--- src/rtl/sum_bcd_converter.sv ---
// sum_bcd_converter: turns the adder's two's-complement sum into a sign flag
// plus BCD digits using a serial shift-add-3 (double-dabble) engine that
// handles one magnitude bit per clock.
//
// Handshake: start is a one-cycle request that is only honoured in IDLE. The
// block then shows busy for WIDTH cycles, and done is a single-cycle pulse.
// sign/bcd become valid together with done and keep their value until the
// next done. start in any other state is dropped; nothing is queued.
//
// Optional build macro SUM_BCD_SEG7_EN adds seven-segment outputs (seg,
// seg_minus). These are registered on the same edge as bcd.
// state_dbg exposes the FSM state (0=IDLE, 1=CONVERT, 2=DONE).
module sum_bcd_converter #(
  parameter int WIDTH  = 8,
  parameter int DIGITS = 3
) (
  input  logic                  clk,
  input  logic                  rst,
  input  logic                  start,
  input  logic [WIDTH-1:0]      value,
  output logic                  busy,
  output logic                  done,
  output logic                  sign,
  output logic [4*DIGITS-1:0]   bcd,
`ifdef SUM_BCD_SEG7_EN
  output logic [7*DIGITS-1:0]   seg,
  output logic                  seg_minus,
`endif
  output logic [1:0]            state_dbg
);

  localparam int CW = $clog2(WIDTH + 1);
  localparam int BW = 4 * DIGITS;

  typedef enum logic [1:0] {
    S_IDLE    = 2'd0,
    S_CONVERT = 2'd1,
    S_DONE    = 2'd2
  } state_t;

  state_t           state;
  logic             sign_r;
  logic [WIDTH-1:0] mag_r;
  logic [BW-1:0]    bcd_work;
  logic [BW-1:0]    bcd_adj;
  logic [CW-1:0]    cnt_r;

  assign state_dbg = state;

`ifdef SUM_BCD_SEG7_EN
  logic [7*DIGITS-1:0] seg_next;

  // Active-high {g,f,e,d,c,b,a}; codes above 9 blank the digit.
  function automatic logic [6:0] seg7(input logic [3:0] d);
    case (d)
      4'd0:    seg7 = 7'h3F;
      4'd1:    seg7 = 7'h06;
      4'd2:    seg7 = 7'h5B;
      4'd3:    seg7 = 7'h4F;
      4'd4:    seg7 = 7'h66;
      4'd5:    seg7 = 7'h6D;
      4'd6:    seg7 = 7'h7D;
      4'd7:    seg7 = 7'h07;
      4'd8:    seg7 = 7'h7F;
      4'd9:    seg7 = 7'h6F;
      default: seg7 = 7'h00;
    endcase
  endfunction

  // Segment patterns for the finished working digits.
  always_comb begin
    seg_next = '0;
    for (int i = 0; i < DIGITS; i++) begin
      seg_next[7*i +: 7] = seg7(bcd_work[4*i +: 4]);
    end
  end
`endif

  // Add-3 correction: any nibble >= 5 is bumped before the next shift.
  always_comb begin
    bcd_adj = bcd_work;
    for (int i = 0; i < DIGITS; i++) begin
      if (bcd_work[4*i +: 4] >= 4'd5) begin
        bcd_adj[4*i +: 4] = bcd_work[4*i +: 4] + 4'd3;
      end
    end
  end

  // Control FSM, shift engine and registered outputs.
  always_ff @(posedge clk or posedge rst) begin
    if (rst) begin
      state    <= S_IDLE;
      busy     <= 1'b0;
      done     <= 1'b0;
      sign     <= 1'b0;
      bcd      <= '0;
      sign_r   <= 1'b0;
      mag_r    <= '0;
      bcd_work <= '0;
      cnt_r    <= '0;
`ifdef SUM_BCD_SEG7_EN
      seg       <= '0;
      seg_minus <= 1'b0;
`endif
    end else begin
      case (state)
        S_IDLE: begin
          done <= 1'b0;
          if (start) begin
            sign_r   <= value[WIDTH-1];
            // Unsigned negation also covers the most-negative code: the
            // result reads correctly as the magnitude 2^(WIDTH-1).
            mag_r    <= value[WIDTH-1] ? (~value + 1'b1) : value;
            bcd_work <= '0;
            cnt_r    <= CW'(WIDTH);
            busy     <= 1'b1;
            state    <= S_CONVERT;
          end
        end
        S_CONVERT: begin
          bcd_work <= {bcd_adj[BW-2:0], mag_r[WIDTH-1]};
          mag_r    <= {mag_r[WIDTH-2:0], 1'b0};
          cnt_r    <= cnt_r - 1'b1;
          if (cnt_r == CW'(1)) begin
            busy  <= 1'b0;
            state <= S_DONE;
          end
        end
        S_DONE: begin
          sign  <= sign_r;
          bcd   <= bcd_work;
          done  <= 1'b1;
          state <= S_IDLE;
`ifdef SUM_BCD_SEG7_EN
          seg       <= seg_next;
          seg_minus <= sign_r;
`endif
        end
        default: begin
          busy  <= 1'b0;
          done  <= 1'b0;
          state <= S_IDLE;
        end
      endcase
    end
  end

endmodule

--- config.mk ---
export PLATFORM = sky130hd
export DESIGN_NAME = sum_bcd_converter
export DESIGN_NICKNAME = d
export VERILOG_FILES = /design/src/rtl/sum_bcd_converter.sv
export SDC_FILE = /design/constraint.sdc
export NUM_CORES = 1
export LEC_CHECK = 0
export ABC_AREA = 1
export BUFFER_PORTS_ARGS = -buffer_cell sky130_fd_sc_hd__buf_4
export CORE_ASPECT_RATIO = 1.4
export CORE_MARGIN = 8
export CORE_UTILIZATION = 55
export DETAILED_ROUTE_END_ITERATION = 10
export HOLD_SLACK_MARGIN = 0.03
export PLACE_DENSITY = 0.73
export SYNTH_ARGS = -nofsm -noshare
export SYNTH_HDL_FRONTEND = slang
export SYNTH_SLANG_ARGS = --single-unit
--- constraint.sdc ---
create_clock -name clk -period 2.4 [get_ports clk]
set_clock_uncertainty 0.05 [all_clocks]
set_input_delay 0.12 -clock clk [delete_from_list [all_inputs] [get_ports clk]]
set_output_delay 0.12 -clock clk [all_outputs]
set_load 0.02 [all_outputs]
==> results_dict.tcl <==
set metrics [dict create \
    drt_iter0_markers 82 \
    yosys.area_share.xor_xnor_pct 0.834 \
    slew_violations 0 \
    routedWlPerCell_um 12.2 \
    end_kind "flip-flop" \
    diodes 0 \
    fin_crit_ps 1410 \
    rr_endpoint "bcd_work[1]" \
    port_buffers 27 \
    cts_root_buf "clkbuf_8" \
    synth_cell_types 22 \
    fin_crit_sh_pct 58.8 \
    grt_pass1_wl_um 7320 \
    place_inst 317 \
    multi_input_area_um2 867 \
    path_max_fanout 5 \
    startpoint_type "flip-flop" \
    synth.avg_cell_area_um2 8.27 \
    synthMuxAreaShare_pct 0 \
    post_cts_buffers 0 \
    antenna_found_initial 0 \
    cp.required_ps 2560 \
    routabilityCongestion 0.787 \
    start_util_pct 57.7 \
    reg2reg_depth 8 \
    rrSetupSlack_ps 990 \
    status "finished clean" \
    cts_sinks 42 \
    grt_max_degree 43 \
    rsz0062_at_grt "false" \
    reg2reg_from "bcd_work[0]" \
    synth_area_um2 2100 \
    finalSetupTns_ps 0 \
    vdd_drop_max_v 0.00102 \
    hold_viol 0 \
    ys_warn_count 0 \
    max_freq_mhz 708 \
    crit_top_cell "nand2_1" \
    crit_type "reg -> reg" \
    setup.worst_path.start "bcd_work[0]" \
    clock_latency_ps 290 \
    hold_path_class "in -> reg" \
    synth_compound_area_share_pct 12.2 \
    stdcell_count 327 \
    rows 26 \
    drive_gt1_share_pct 15.1 \
    yosys.area_share.simple_pct 22.9 \
    maxCapViolCount 0 \
    synth-seq-area-share_pct 50.0 \
    cp_cell_sequence "inv_1 > ha_1 > inv_1 > nand2_1 > nand3_1 > nand2_1 > nand2_1 > o21ai_0" \
    coreArea_um2 3640 \
    maxSlewHeadroom_pct 65.8 \
    nets 304 \
    cts_tree "done" \
    syn2layout_area_growth_pct 15.0 \
    slowest_stage "dfrtp_1" \
    grt_pass1_vias 1747 \
    hpwl_um 2960 \
    tightest_slew_ps 513 \
    ant_nets 0 \
    power_density_nw_per_um2 1290 \
    die_y_um 89.1 \
    seq_area_um2 1050 \
    cp.arrival_ps 1580 \
    ctsResizeCount 0 \
    synthTopCellsByArea "dfrtp_1 (50%), nand2_1 (12%), o21ai_0 (7.4%), ha_1 (5.4%), inv_1 (5.2%)" \
    drt_pre_antenna_iters 4 \
    via_per_inst 5.10 \
    syn_nets 274 \
    htreeDepth 2 \
    clk_pin_slew_worst_paths_ps 70 \
    yosysTopAreaCell "dfrtp_1" \
    drc 0 \
    synth.top_cell.area_share_pct 50.0 \
    cellLeakagePower_nw 1.27 \
    endpoint "bcd_work[1]" \
    cts_max_path_buffers 2 \
    postSynthCellCount 254 \
    gr-total-overflow 0 \
    die-area_um2 6080 \
    final-setup-viol-count 0 \
    wl_um 3990 \
    synth_top_family_by_area "simple AND/OR/NAND/NOR gates" \
    vias 1667 \
    n_fill_cell 326 \
    synth_seq_cells 42 \
    synth_fa_ha_area_share_pct 5.36 \
    cpPeakStageDelay_ps 420 \
    fp.dieW_um 68.2 \
    ioPinCount 28 \
    cts_buffers 5 \
    grt_use_total_pct 15.6 \
]
==> per-stage QoR <==
stage / cell area, um2 / utilization [%] / hold WS (ps) / setup WS [ps] / total power, W
3_5_place_dp: 2300 / 63.3 / 250 / 998 / 0.00270
3_3_place_gp: 2300 / 63.3 / 237 / 1010 / 0.00266
4_1_cts: 2420 / 66.3 / 34.7 / 978 / 0.00317
2_1_floorplan: 2100 / - / 224 / 1130 / 0.00232
6_report: 2420 / 66.3 / 44.0 / 988 / 0.00312
5_1_grt: 2420 / 66.3 / 60.1 / 769 / 0.00345
==> layout make-up <==
type	count	area share, %
clock buffer	7	3.57
sequential	42	43.5
timing repair buffer	30	9.53
inverter	33	5.13
tap	42	2.18
multi-input combinational	172	35.9
clock inverter	1	0.207
==> how the worst min path moves through the flow <==
stage,startpoint,to,cells after the start
detailed placement,rst,state_dbg[0],3
CTS,value[5],mag_r[7],4
global placement,rst,bcd_work[5],3
finish,value[5],mag_r[7],4
floorplan,value[2],mag_r[2],2
global route,value[2],mag_r[2],3
==> kinds of logic (layout without fill, tap and decap cells) <==
group,count (synthesis),after routing
AND/OR/NAND/NOR,113,113
AO/OA/AOI/OAI,48,48
buffers and inverters,40,71
adder cells (fa/ha/maj),9,9
flip-flops,42,42
XOR/XNOR,2,2
==> flip-flops by register name, summed over array words and instances (netlist names) <==
name       flops
sign           1
bcd           12
bcd_work      12
mag_r          8
state_dbg      2
done           1
busy           1
sign_r         1
cnt_r          4
==> worst max-delay path, delay by kind of cell (launching register included) <==
family,cells,cell delay (ps)
flip-flops,1,420
AO/OA/AOI/OAI,1,140
buffers and inverters,2,160
AND/OR/NAND/NOR,4,370
adder cells (fa/ha/maj),1,180
==> layer usage <==
metal | share of wire, % | wire length, um | global-route usage, % | vias up
met5 | 0 | 0 | 0 | -
met2 | 53 | 2110 | 28.7 | 36
met1 | 40 | 1610 | 15.6 | 756
li1 | - | - | - | 870
met4 | 1.6 | 65 | 7.10 | 0
met3 | 5.2 | 208 | 4.14 | 5
==> what timing repair did <==
item | in CTS | in global routing
endpoints found under the setup margin | 0 | 0
hold endpoints to repair | 43 | 0
hold buffers | 2 | 0
==> where the power goes <==
| part | leakage, nW | total (W) | switching [W] | internal [W] |
|---|---|---|---|---|
| Combinational | 0.699 | 0.00144 | 0.000904 | 0.000538 |
| Sequential | 0.523 | 0.00123 | 0.000203 | 0.00102 |
| Clock | 0.0482 | 0.000458 | 0.000226 | 0.000232 |
| Total | 1.27 | 0.00312 | 0.00133 | 0.00179 |
==> cells in the mapped netlist (all sizes together) <==
master  count
a21oi       5
a31oi       1
buf         5
clkbuf      2
dfrtp      42
ha          9
inv        33
nand2      72
nand3      20
nor2       20
nor3        1
o211ai      2
o21ai      35
o21bai      3
o22ai       2
xor2        2
==> placed cells by master, fill, tap and decap left out, types with 3 or more instances in the layout <==
master    Yosys  layout
nor2_1       20      20
ha_1          9       9
nand3_1      19      19
nand2_1      69      69
inv_2         4       4
a21oi_1       5       5
o21bai_1      3       3
buf_4         2      28
inv_1        29      29
o21ai_0      31      31
clkbuf_8      0       6
o21ai_1       4       4
dfrtp_1      42      42
Note: power is estimated with default switching activity, not from simulation.
